File: src/rtl/uart_pkg.sv
// Shared constants and state encodings for the UART transmitter and receiver.
package uart_pkg;

   localparam int CLKS_PER_BIT_DEFAULT = 104;
   localparam int DATA_BITS            = 8;

   typedef enum logic [1:0] {
      TX_IDLE,
      TX_START,
      TX_DATA,
      TX_STOP
   } tx_state_e;

   typedef enum logic [2:0] {
      RX_IDLE,
      RX_START,
      RX_DATA,
      RX_STOP,
      RX_WAIT_HIGH
   } rx_state_e;

endpackage

File: src/rtl/uart_if.sv
// Bundles the byte-level TX request/status and RX serial/result signals of the UART.
interface uart_if;

   logic [7:0] tx_byte;
   logic       tx_start;
   logic       tx_serial;
   logic       tx_active;
   logic       tx_done;
   logic       rx_serial;
   logic       rx_dv;
   logic [7:0] rx_byte;

   modport master (
      output tx_byte, tx_start, rx_serial,
      input  tx_serial, tx_active, tx_done, rx_dv, rx_byte
   );

   modport slave (
      input  tx_byte, tx_start, rx_serial,
      output tx_serial, tx_active, tx_done, rx_dv, rx_byte
   );

   modport rx (
      input  rx_serial,
      output rx_dv, rx_byte
   );

endinterface

File: src/rtl/uart_rx_engine.sv
// 8N1 receiver: two-flop line synchronizer, start-bit glitch rejection and framing-error recovery.
module uart_rx_engine
   import uart_pkg::*;
#(
   parameter int CLKS_PER_BIT = CLKS_PER_BIT_DEFAULT
) (
   input  logic sysclk,
   input  logic rst_n,
   uart_if.rx   bus
);

   localparam int              CW       = $clog2(CLKS_PER_BIT);
   localparam logic [CW-1:0]   BIT_LAST = CW'(CLKS_PER_BIT - 1);
   localparam logic [CW-1:0]   BIT_HALF = CW'(CLKS_PER_BIT / 2);
   localparam logic [2:0]      IDX_LAST = 3'(DATA_BITS - 1);

   localparam logic [2:0] S_IDLE      = RX_IDLE;
   localparam logic [2:0] S_START     = RX_START;
   localparam logic [2:0] S_DATA      = RX_DATA;
   localparam logic [2:0] S_STOP      = RX_STOP;
   localparam logic [2:0] S_WAIT_HIGH = RX_WAIT_HIGH;

   logic          sync1_reg;
   logic          sync2_reg;
   logic [2:0]    state_reg;
   logic [CW-1:0] cnt_reg;
   logic [2:0]    idx_reg;
   logic [7:0]    shift_reg;
   logic [7:0]    byte_reg;
   logic          dv_reg;

   always_ff @(posedge sysclk or negedge rst_n) begin
      if (!rst_n) begin
         sync1_reg <= 1'b1;
         sync2_reg <= 1'b1;
      end else begin
         sync1_reg <= bus.rx_serial;
         sync2_reg <= sync1_reg;
      end
   end

   always_ff @(posedge sysclk or negedge rst_n) begin
      if (!rst_n) begin
         state_reg <= S_IDLE;
         cnt_reg   <= '0;
         idx_reg   <= '0;
         shift_reg <= '0;
         byte_reg  <= '0;
         dv_reg    <= 1'b0;
      end else begin
         dv_reg <= 1'b0;
         case (state_reg)
            S_IDLE: begin
               cnt_reg <= '0;
               if (!sync2_reg) state_reg <= S_START;
            end
            // Re-check half a bit in so a short low glitch never starts a frame.
            S_START: begin
               if (cnt_reg == BIT_HALF) begin
                  cnt_reg   <= '0;
                  idx_reg   <= '0;
                  state_reg <= sync2_reg ? S_IDLE : S_DATA;
               end else begin
                  cnt_reg <= cnt_reg + 1'b1;
               end
            end
            S_DATA: begin
               if (cnt_reg == BIT_LAST) begin
                  cnt_reg            <= '0;
                  shift_reg[idx_reg] <= sync2_reg;
                  if (idx_reg == IDX_LAST) state_reg <= S_STOP;
                  else                     idx_reg   <= idx_reg + 1'b1;
               end else begin
                  cnt_reg <= cnt_reg + 1'b1;
               end
            end
            S_STOP: begin
               if (cnt_reg == BIT_LAST) begin
                  cnt_reg <= '0;
                  if (sync2_reg) begin
                     byte_reg  <= shift_reg;
                     dv_reg    <= 1'b1;
                     state_reg <= S_IDLE;
                  end else begin
                     state_reg <= S_WAIT_HIGH;
                  end
               end else begin
                  cnt_reg <= cnt_reg + 1'b1;
               end
            end
            S_WAIT_HIGH: begin
               cnt_reg <= '0;
               if (sync2_reg) state_reg <= S_IDLE;
            end
            default: state_reg <= S_IDLE;
         endcase
      end
   end

   assign bus.rx_dv   = dv_reg;
   assign bus.rx_byte = byte_reg;

endmodule

File: src/rtl/uart_rx_tx.sv
// 8N1 UART with an inline transmitter and an independent receiver sub-module.
module uart_rx_tx
   import uart_pkg::*;
#(
   parameter int CLKS_PER_BIT = CLKS_PER_BIT_DEFAULT
) (
   input  logic       sysclk,
   input  logic       rst_n,
   input  logic [7:0] i_Tx_Byte,
   input  logic       i_Tx_start,
   output logic       o_Tx_Serial,
   output logic       o_Tx_Active,
   output logic       o_Tx_Done,
   input  logic       i_Rx_Serial,
   output logic       o_Rx_DV,
   output logic [7:0] o_Rx_Byte
);

   localparam int            CW       = $clog2(CLKS_PER_BIT);
   localparam logic [CW-1:0] BIT_LAST = CW'(CLKS_PER_BIT - 1);
   localparam logic [2:0]    IDX_LAST = 3'(DATA_BITS - 1);

   localparam logic [1:0] S_IDLE  = TX_IDLE;
   localparam logic [1:0] S_START = TX_START;
   localparam logic [1:0] S_DATA  = TX_DATA;
   localparam logic [1:0] S_STOP  = TX_STOP;

   uart_if bus ();

   assign bus.tx_byte   = i_Tx_Byte;
   assign bus.tx_start  = i_Tx_start;
   assign bus.rx_serial = i_Rx_Serial;

   logic [1:0]    tx_state_reg;
   logic [CW-1:0] tx_cnt_reg;
   logic [2:0]    tx_idx_reg;
   logic [7:0]    tx_data_reg;
   logic          tx_serial_reg;
   logic          tx_active_reg;
   logic          tx_done_reg;

   // The serial line is registered, so each state drives the level of the bit that follows it.
   always_ff @(posedge sysclk or negedge rst_n) begin
      if (!rst_n) begin
         tx_state_reg  <= S_IDLE;
         tx_cnt_reg    <= '0;
         tx_idx_reg    <= '0;
         tx_data_reg   <= '0;
         tx_serial_reg <= 1'b1;
         tx_active_reg <= 1'b0;
         tx_done_reg   <= 1'b0;
      end else begin
         tx_done_reg <= 1'b0;
         case (tx_state_reg)
            S_IDLE: begin
               tx_cnt_reg <= '0;
               if (bus.tx_start) begin
                  tx_data_reg   <= bus.tx_byte;
                  tx_serial_reg <= 1'b0;
                  tx_active_reg <= 1'b1;
                  tx_state_reg  <= S_START;
               end
            end
            S_START: begin
               if (tx_cnt_reg == BIT_LAST) begin
                  tx_cnt_reg    <= '0;
                  tx_idx_reg    <= '0;
                  tx_serial_reg <= tx_data_reg[0];
                  tx_state_reg  <= S_DATA;
               end else begin
                  tx_cnt_reg <= tx_cnt_reg + 1'b1;
               end
            end
            S_DATA: begin
               if (tx_cnt_reg == BIT_LAST) begin
                  tx_cnt_reg <= '0;
                  if (tx_idx_reg == IDX_LAST) begin
                     tx_serial_reg <= 1'b1;
                     tx_state_reg  <= S_STOP;
                  end else begin
                     tx_idx_reg    <= tx_idx_reg + 1'b1;
                     tx_serial_reg <= tx_data_reg[tx_idx_reg + 3'd1];
                  end
               end else begin
                  tx_cnt_reg <= tx_cnt_reg + 1'b1;
               end
            end
            S_STOP: begin
               if (tx_cnt_reg == BIT_LAST) begin
                  tx_cnt_reg    <= '0;
                  tx_active_reg <= 1'b0;
                  tx_done_reg   <= 1'b1;
                  tx_state_reg  <= S_IDLE;
               end else begin
                  tx_cnt_reg <= tx_cnt_reg + 1'b1;
               end
            end
            default: tx_state_reg <= S_IDLE;
         endcase
      end
   end

   assign bus.tx_serial = tx_serial_reg;
   assign bus.tx_active = tx_active_reg;
   assign bus.tx_done   = tx_done_reg;

   uart_rx_engine #(
      .CLKS_PER_BIT(CLKS_PER_BIT)
   ) u_rx_engine (
      .sysclk(sysclk),
      .rst_n (rst_n),
      .bus   (bus)
   );

   assign o_Tx_Serial = bus.tx_serial;
   assign o_Tx_Active = bus.tx_active;
   assign o_Tx_Done   = bus.tx_done;
   assign o_Rx_DV     = bus.rx_dv;
   assign o_Rx_Byte   = bus.rx_byte;

endmodule

File: config.mk
export PLATFORM = sky130hd
export DESIGN_NAME = uart_rx_tx
export DESIGN_NICKNAME = d
export VERILOG_FILES = /design/src/rtl/uart_pkg.sv /design/src/rtl/uart_if.sv /design/src/rtl/uart_rx_engine.sv /design/src/rtl/uart_rx_tx.sv
export SDC_FILE = /design/constraint.sdc
export NUM_CORES = 1
export LEC_CHECK = 0
export ABC_AREA = 1
export BUFFER_PORTS_ARGS = -buffer_cell sky130_fd_sc_hd__buf_4
export CORE_MARGIN = 5
export CORE_UTILIZATION = 30
export DETAILED_ROUTE_END_ITERATION = 10
export PLACE_DENSITY = 0.52
export SLEW_MARGIN = 20
export SYNTH_ARGS = -nofsm -noshare
export SYNTH_HDL_FRONTEND = slang
export SYNTH_HIERARCHICAL = 1
export SYNTH_SLANG_ARGS = --single-unit
File: constraint.sdc
create_clock -name sysclk -period 3.5 [get_ports sysclk]
set_input_delay 0 -clock sysclk [delete_from_list [all_inputs] [get_ports sysclk]]
set_output_delay 0 -clock sysclk [all_outputs]
set_load 0.005 [all_outputs]
==> results_dict.tcl, run 1 <==
set metrics [dict create \
    status "finished clean" \
    synth_top_area_cell "dfrtp_1" \
    ys_top_cells_by_count "nand2_1 (100), dfrtp_1 (52), inv_1 (45)" \
    grt_max_degree 56 \
    hpwl_um 3946 \
    ys.flop_type "dfrtp_1" \
    synth_xor_area_share_pct 0.3110 \
    cap_violations 0 \
    core-area_mm2 0.009196 \
    grt.total_usage_pct 10.45 \
    wl_per_cell_um 11.37 \
    maxSlewViolCount 0 \
    fillerInstances 983 \
    synth-async-reset-ratio_pct 100.0 \
    antenna_found_initial 0 \
    cts_tree "done" \
    cts_made_buffers 5 \
    cts_buffer_depth 2 \
    worst-path-buf-inv 2 \
    m1WireLength_um 2809 \
    cts_root_buffer "clkbuf_8" \
    drt_iter0_drc 78 \
    ys_types 30 \
    grt_overflow 0 \
    synth.area.mux_share_pct 1.599 \
    rsz0062_at_grt "no" \
    synth.area.top_cells "dfrtp_1 (46%), nand2_1 (13%), inv_1 (6.0%), ha_1 (4.9%), nand3_1 (4.8%)" \
    place.gp.congestion 0.7695 \
    tns_ns 0 \
    ys_ff_latch 55 \
    ir_drop_v 0.0002008 \
    start_kind "flip-flop" \
    min_period_ns 1.734 \
    path_class "flip-flop to flip-flop" \
    cpLargestDelayFamily "simple AND/OR/NAND/NOR gates" \
    worst_pin_slew_ns 0.7094 \
    slowest_stage "dfrtp_1" \
    yosysWarnings 6 \
    top_layer "met4" \
    drive_gt1_share_pct 14.10 \
    htree_levels 2 \
    fin_crit_sh_pct 49.54 \
    fin_ws_ns 1.766 \
    syn2layout_area_growth_pct 16.84 \
    dieHeight_um 106.9 \
    diodes 0 \
    hold_violations 0 \
    crit_required_ns 3.71 \
    ant_nets 0 \
    drt_wl_total_um 5617 \
    syn-cell-area_mm2 0.002816 \
    cpPeakStageDelay_ns 0.46 \
    initial_core_util_pct 30.63 \
    synth_compound_area_share_pct 7.508 \
    p_leak_nw 1.640 \
    dp_cells 476 \
    hold_ws_ns 0.09715 \
    synth_top_family_by_area "simple AND/OR/NAND/NOR gates" \
    postCtsSetupBuffers 0 \
    fp.dieW_um 106.9 \
    clock.fmax_mhz 576.7 \
    crit_chain "inv_1 -> nand3_1 -> inv_2 -> nand4_1 -> o21ai_0" \
    worstSkewPairLatency_ns 0.31 \
    yosysSeqAreaShare_pct 49.00 \
    pin_count 24 \
    dr_wl_met3_um 187 \
    synth_simple_gate_area_share_pct 29.50 \
    final_area_mm2 0.003291 \
    multiInputGateArea_mm2 0.001234 \
    viasPerCell 4.504 \
    synth_nets 369 \
    drtPass1Iterations 5 \
    grt_pass1_wl_um 9977 \
    avgSynthCellArea_um2 8.140 \
    synthAdderAreaFrac_pct 4.887 \
    die_area_mm2 0.01143 \
    finClkSkew_ns 0.008832 \
    vias 2225 \
    synth-edff-count 0 \
    instances_no_fill 494 \
    worstSetupEndpointType "flip-flop" \
    synth_top_area_share_pct 46.20 \
    yosysMostFrequentCell "nand2_1" \
    cts_resized 0 \
    setup_viol 0 \
    grt_pass1_vias 2183 \
    drcViolationCount 0 \
    cts_sinks 55 \
    final-seq-area_mm2 0.001380 \
    cts.clk_slew.worst_paths_ns 0.10 \
    worst_ep_arrival_time_ns 1.94 \
    portBuffers 23 \
    preCtsSetupSlack_ns 1.854 \
    power_density_mw_per_mm2 455.6 \
    reg2reg_setup_slack_ns 1.77 \
    placed_cell_area_mm2 0.003105 \
    wl_met2_um 2591 \
    hold_class "input pin to flip-flop" \
    relSlewSlack_pct 52.70 \
    rows 35 \
    nNetsFinal 405 \
    synthesis.instances 346 \
    critPathMaxFanout 11 \
]
path summary, 6_finish.rpt:
kind | from | end | cells after the start
min | i_Tx_start | o_Tx_Active | 6
min in group asynchronous | rst_n | tx_cnt_reg[5] | 2
max reg2reg | u_rx_engine/state_reg[2] | u_rx_engine/bus.rx_byte[3] | 5
max in group asynchronous | rst_n | u_rx_engine/bus.rx_byte[7] | 2
max | u_rx_engine/state_reg[2] | u_rx_engine/bus.rx_byte[3] | 5
min reg2reg | u_rx_engine/sync1_reg | u_rx_engine/sync2_reg | 0
power by group:
group / internal (mW) / total [mW] / leakage, nW / switching [mW]
Combinational: 0.155 / 0.384 / 0.889 / 0.229
Sequential: 0.717 / 0.765 / 0.710 / 0.0473
Clock: 0.141 / 0.350 / 0.0412 / 0.210
Total: 1.01 / 1.50 / 1.64 / 0.486
per-layer routing:
metal  global-route usage (%)  vias to the layer above
li1                         -                     1168
met4                    2.192                        0
met1                    14.88                     1025
met5                        0                        -
met2                    16.46                       28
met3                    2.107                        4
cells by family after synthesis:
logic type / Yosys count
AND/OR/NAND/NOR: 185
flip-flops: 55
buffers and inverters: 52
AO/OA/AOI/OAI: 38
adder cells (fa/ha/maj): 11
multiplexers: 4
XOR/XNOR: 1
final cells by class:
cell class,count,share of cell area (%)
Multi-Input combinational cell,239,37.49
Clock inverter,2,0.3802
Timing Repair Buffer,33,8.289
Clock buffer,6,2.205
Tap cell,111,4.221
Sequential cell,55,41.94
Inverter,48,5.475
cell usage in the layout (no fill, tap or decap), drive strengths merged, types with 2 or more instances in the layout:
cell | synthesis | routed
o21ai | 23 | 23
buf | 4 | 23
dfstp | 3 | 3
o21bai | 2 | 2
ha | 11 | 11
nand2 | 104 | 104
inv | 48 | 48
nor3 | 3 | 3
mux2 | 4 | 4
nand3b | 2 | 2
nand3 | 27 | 27
dfrtp | 52 | 52
nand4 | 9 | 9
dlygate4sd3 | 0 | 10
nor2 | 39 | 39
a21oi | 9 | 9
clkbuf | 0 | 6
worst min-delay path: stages:
cell and delay [ns]:
buf_4 0.09, nor2_1 0.05, inv_1 0.07, nand2_1 0.05, o21ai_0 0.06, inv_1 0.04
what timing repair did:
action                                  CTS  global route
hold endpoints to repair                 61             0
hold buffers                             10             0
endpoints found under the setup margin    0             0
through the flow:
| step | utilization, % | total power [mW] |
|---|---|---|
| detailed placement | 33.77 | 1.154 |
| floorplan | - | 1.060 |
| global route | 35.78 | 1.615 |
| finish | 35.78 | 1.499 |
| global placement | 33.77 | 1.148 |
| CTS | 35.78 | 1.523 |
Note: power is estimated with default switching activity, not from simulation.
==> run 2: changes to the inputs <==
--- a/config.mk
+++ b/config.mk
@@ -5,12 +5,12 @@
 export SDC_FILE = /design/constraint.sdc
 export NUM_CORES = 1
 export LEC_CHECK = 0
-export ABC_AREA = 1
+export ABC_AREA = 0
 export BUFFER_PORTS_ARGS = -buffer_cell sky130_fd_sc_hd__buf_4
 export CORE_MARGIN = 5
 export CORE_UTILIZATION = 30
 export DETAILED_ROUTE_END_ITERATION = 10
-export PLACE_DENSITY = 0.52
+export PLACE_DENSITY = 0.53
 export SLEW_MARGIN = 20
 export SYNTH_ARGS = -nofsm -noshare
 export SYNTH_HDL_FRONTEND = slang
==> constraint.sdc (replaced) <==
create_clock -name sysclk -period 1.45 [get_ports sysclk]
set_input_delay 0 -clock sysclk [delete_from_list [all_inputs] [get_ports sysclk]]
set_output_delay 0 -clock sysclk [all_outputs]
set_load 0.005 [all_outputs]
==> run 2 against run 1 <==
The run now ends with negative setup slack left. Global-route usage decreased by 0.18 points. Synthesized area unchanged. Die area unchanged. Maximum frequency is 12% lower. Sequential share of layout area decreased by 7.0 points. Critical path depth increased by 1. Clock power rose to 2.6 times the previous value. Combinational power increased to 4.1 times the previous value. Flip-flop and latch count is the same. Sequential power is 150% higher. Via count decreased by 6.0%. Final cell count is 11% lower. Critical path type unchanged. Largest power group unchanged.
==> results_dict.tcl, run 2 <==
set metrics [dict create \
    status "finished with violations" \
    violations "negative setup slack" \
    wl_per_cell_um 13.23 \
    fillerInstances 894 \
    avgSynthCellArea_um2 11.74 \
    yosysSeqAreaShare_pct 49.00 \
    placed_cell_area_mm2 0.003488 \
    dp_cells 411 \
    crit_required_ns 1.69 \
    cts_buffer_depth 2 \
    synthesis.instances 240 \
    hold_class "input pin to flip-flop" \
    synth_xor_area_share_pct 2.799 \
    cts_tree "done" \
    rows 35 \
    synth_nets 263 \
    synth_top_area_cell "dfrtp_1" \
    maxSlewViolCount 0 \
    yosysWarnings 6 \
    viasPerCell 4.774 \
    die_area_mm2 0.01143 \
    cpLargestDelayFamily "multiplexers" \
    drive_gt1_share_pct 52.60 \
    ys_ff_latch 55 \
    synth_simple_gate_area_share_pct 18.21 \
    fin_ws_ns -0.5284 \
    fin_crit_sh_pct 136.4 \
    crit_chain "ha_2 -> ha_4 -> mux2_2 -> mux4_2 -> o211ai_2 -> a21oi_2" \
    initial_core_util_pct 30.63 \
    final_common_cell "buf_4" \
    synth.area.mux_share_pct 13.51 \
    ys.flop_type "dfrtp_1" \
    worst_pin_slew_ns 0.6912 \
    drt_iter0_drc 54 \
    diodes 0 \
    cts_sinks 55 \
    htree_levels 2 \
    preCtsSetupSlack_ns -0.5262 \
    rsz0062_at_grt "yes" \
    ant_nets 0 \
    cap_violations 0 \
    syn2layout_area_growth_pct 40.25 \
    fp.dieW_um 106.9 \
    synth-async-reset-ratio_pct 100.0 \
    cpPeakStageDelay_ns 0.46 \
    relSlewSlack_pct 53.92 \
    grt_overflow 0 \
    p_total_mw 4.378 \
    pin_count 24 \
    cts.clk_slew.worst_paths_ns 0.10 \
    final_area_mm2 0.003950 \
    clock.fmax_mhz 505.5 \
    worst_ep_arrival_time_ns 2.22 \
    synth_top_area_share_pct 46.20 \
    hold_violations 0 \
    portBuffers 23 \
    start_kind "flip-flop" \
    drt_wl_total_um 5794 \
    grt.total_usage_pct 10.27 \
    yosysMostFrequentCell "dfrtp_1" \
    hpwl_um 3942 \
    final_cell_mix "buf_4 (71), dfrtp_1 (52), mux2_2 (28)" \
    drcViolationCount 0 \
    power_density_mw_per_mm2 1108 \
    worst-path-buf-inv 0 \
    setup_viol 29 \
    tns_ns -3.058 \
    synth_compound_area_share_pct 8.219 \
    post-route-util_pct 42.95 \
    grt_max_degree 56 \
    cts_made_buffers 5 \
    dieHeight_um 106.9 \
    place.gp.congestion 0.7349 \
    synth_top_family_by_area "simple AND/OR/NAND/NOR gates" \
    grt_pass1_wl_um 9708 \
    syn-cell-area_mm2 0.002816 \
    finClkSkew_ns 0.009770 \
    synth.area.top_cells "dfrtp_1 (46%), mux2_2 (12%), ha_1 (4.9%), dfstp_2 (2.8%), nor2_1 (2.4%)" \
    vias 2091 \
    synth-edff-count 0 \
    drtPass1Iterations 4 \
    antenna_found_initial 0 \
    p_leak_nw 1.781 \
    ys_top_cells_by_count "dfrtp_1 (52), mux2_2 (29), nor2_1 (18)" \
    nNetsFinal 349 \
    synthAdderAreaFrac_pct 4.887 \
    ir_drop_v 0.0008586 \
    slowest_stage "mux4_2" \
    grt_pass1_vias 2128 \
    critPathMaxFanout 5 \
    cts_root_buffer "clkbuf_8" \
    hold_ws_ns 0.02501 \
    core-area_mm2 0.009196 \
    worstSetupEndpointType "flip-flop" \
    ys_types 51 \
    instances_no_fill 438 \
    worstSkewPairLatency_ns 0.30 \
    path_class "flip-flop to flip-flop" \
    min_period_ns 1.978 \
]
==> run 2: cell count changes after synthesis, sizes merged, moves of 5 or more <==
cell / before / now
a22o: 0 / 5
and3: 0 / 6
clkbuf: 0 / 5
inv: 48 / 6
mux2: 4 / 30
nand2: 104 / 8
nand3: 27 / 8
nand4b: 0 / 6
nor2: 39 / 20
o21ai: 23 / 7
==> run 2: area by class of cell <==
type	instances	area [um^2]	share of cell area [%]
Sequential cell	55	1380	34.94
Tap cell	111	138.9	3.516
Clock inverter	2	16.27	0.4118
Multi-Input combinational cell	167	1564	39.59
Timing Repair Buffer	91	745.7	18.88
Clock buffer	6	82.58	2.091
Inverter	6	22.52	0.5702
==> run 2: final timing paths <==
check	cells after the start	startpoint	endpoint	slack, ns
setup / recovery	6	tx_idx_reg[1]	o_Tx_Serial	-0.53
hold / removal	3	i_Tx_start	o_Tx_Active	0.03
setup reg to reg	6	tx_idx_reg[1]	o_Tx_Serial	-0.53
hold reg to reg	0	u_rx_engine/sync1_reg	u_rx_engine/sync2_reg	0.35
max in group asynchronous	2	rst_n	tx_cnt_reg[6]	0.72
min in group asynchronous	2	rst_n	tx_data_reg[0]	0.29
==> run 2: routing by layer <==
layer	track usage, %	routed length (um)	part of all wire (%)	vias up
met4	2.192	24	0.41	0
met2	17.81	2948	51	27
li1	-	-	-	1038
met3	2.047	153	2.6	2
met5	0	0	0	-
met1	13.27	2668	46	1024
==> run 2: what timing repair did <==
item | 4_1_cts | 5_1_grt
hold buffers | 10 | 0
pin swaps | 21 | 17
resized for setup | 23 | 28
endpoints found under the setup margin | 43 | 43
buffers inserted | 3 | 6
hold endpoints to repair | 61 | 0
==> run 2: logic make-up after synthesis <==
family                     Yosys count
DFF                                 55
xor gates and xnor gates             9
buffers and inverters               18
and+or+nand+nor                     80
AOI/OAI and AO/OA                   34
adders and majority gates           11
muxes                               33
==> run 2: where the power goes <==
part,switching [mW],internal (mW)
registers,0.145,1.77
clock network,0.515,0.392
logic,0.641,0.919
total,1.30,3.08
==> run 2: worst register-to-register path, stage by stage (launching register included) <==
cell and delay [ns]:
dfrtp_1 0.41, ha_2 0.20, ha_4 0.30, mux2_2 0.33, mux4_2 0.46, o211ai_2 0.16
a21oi_2 0.07
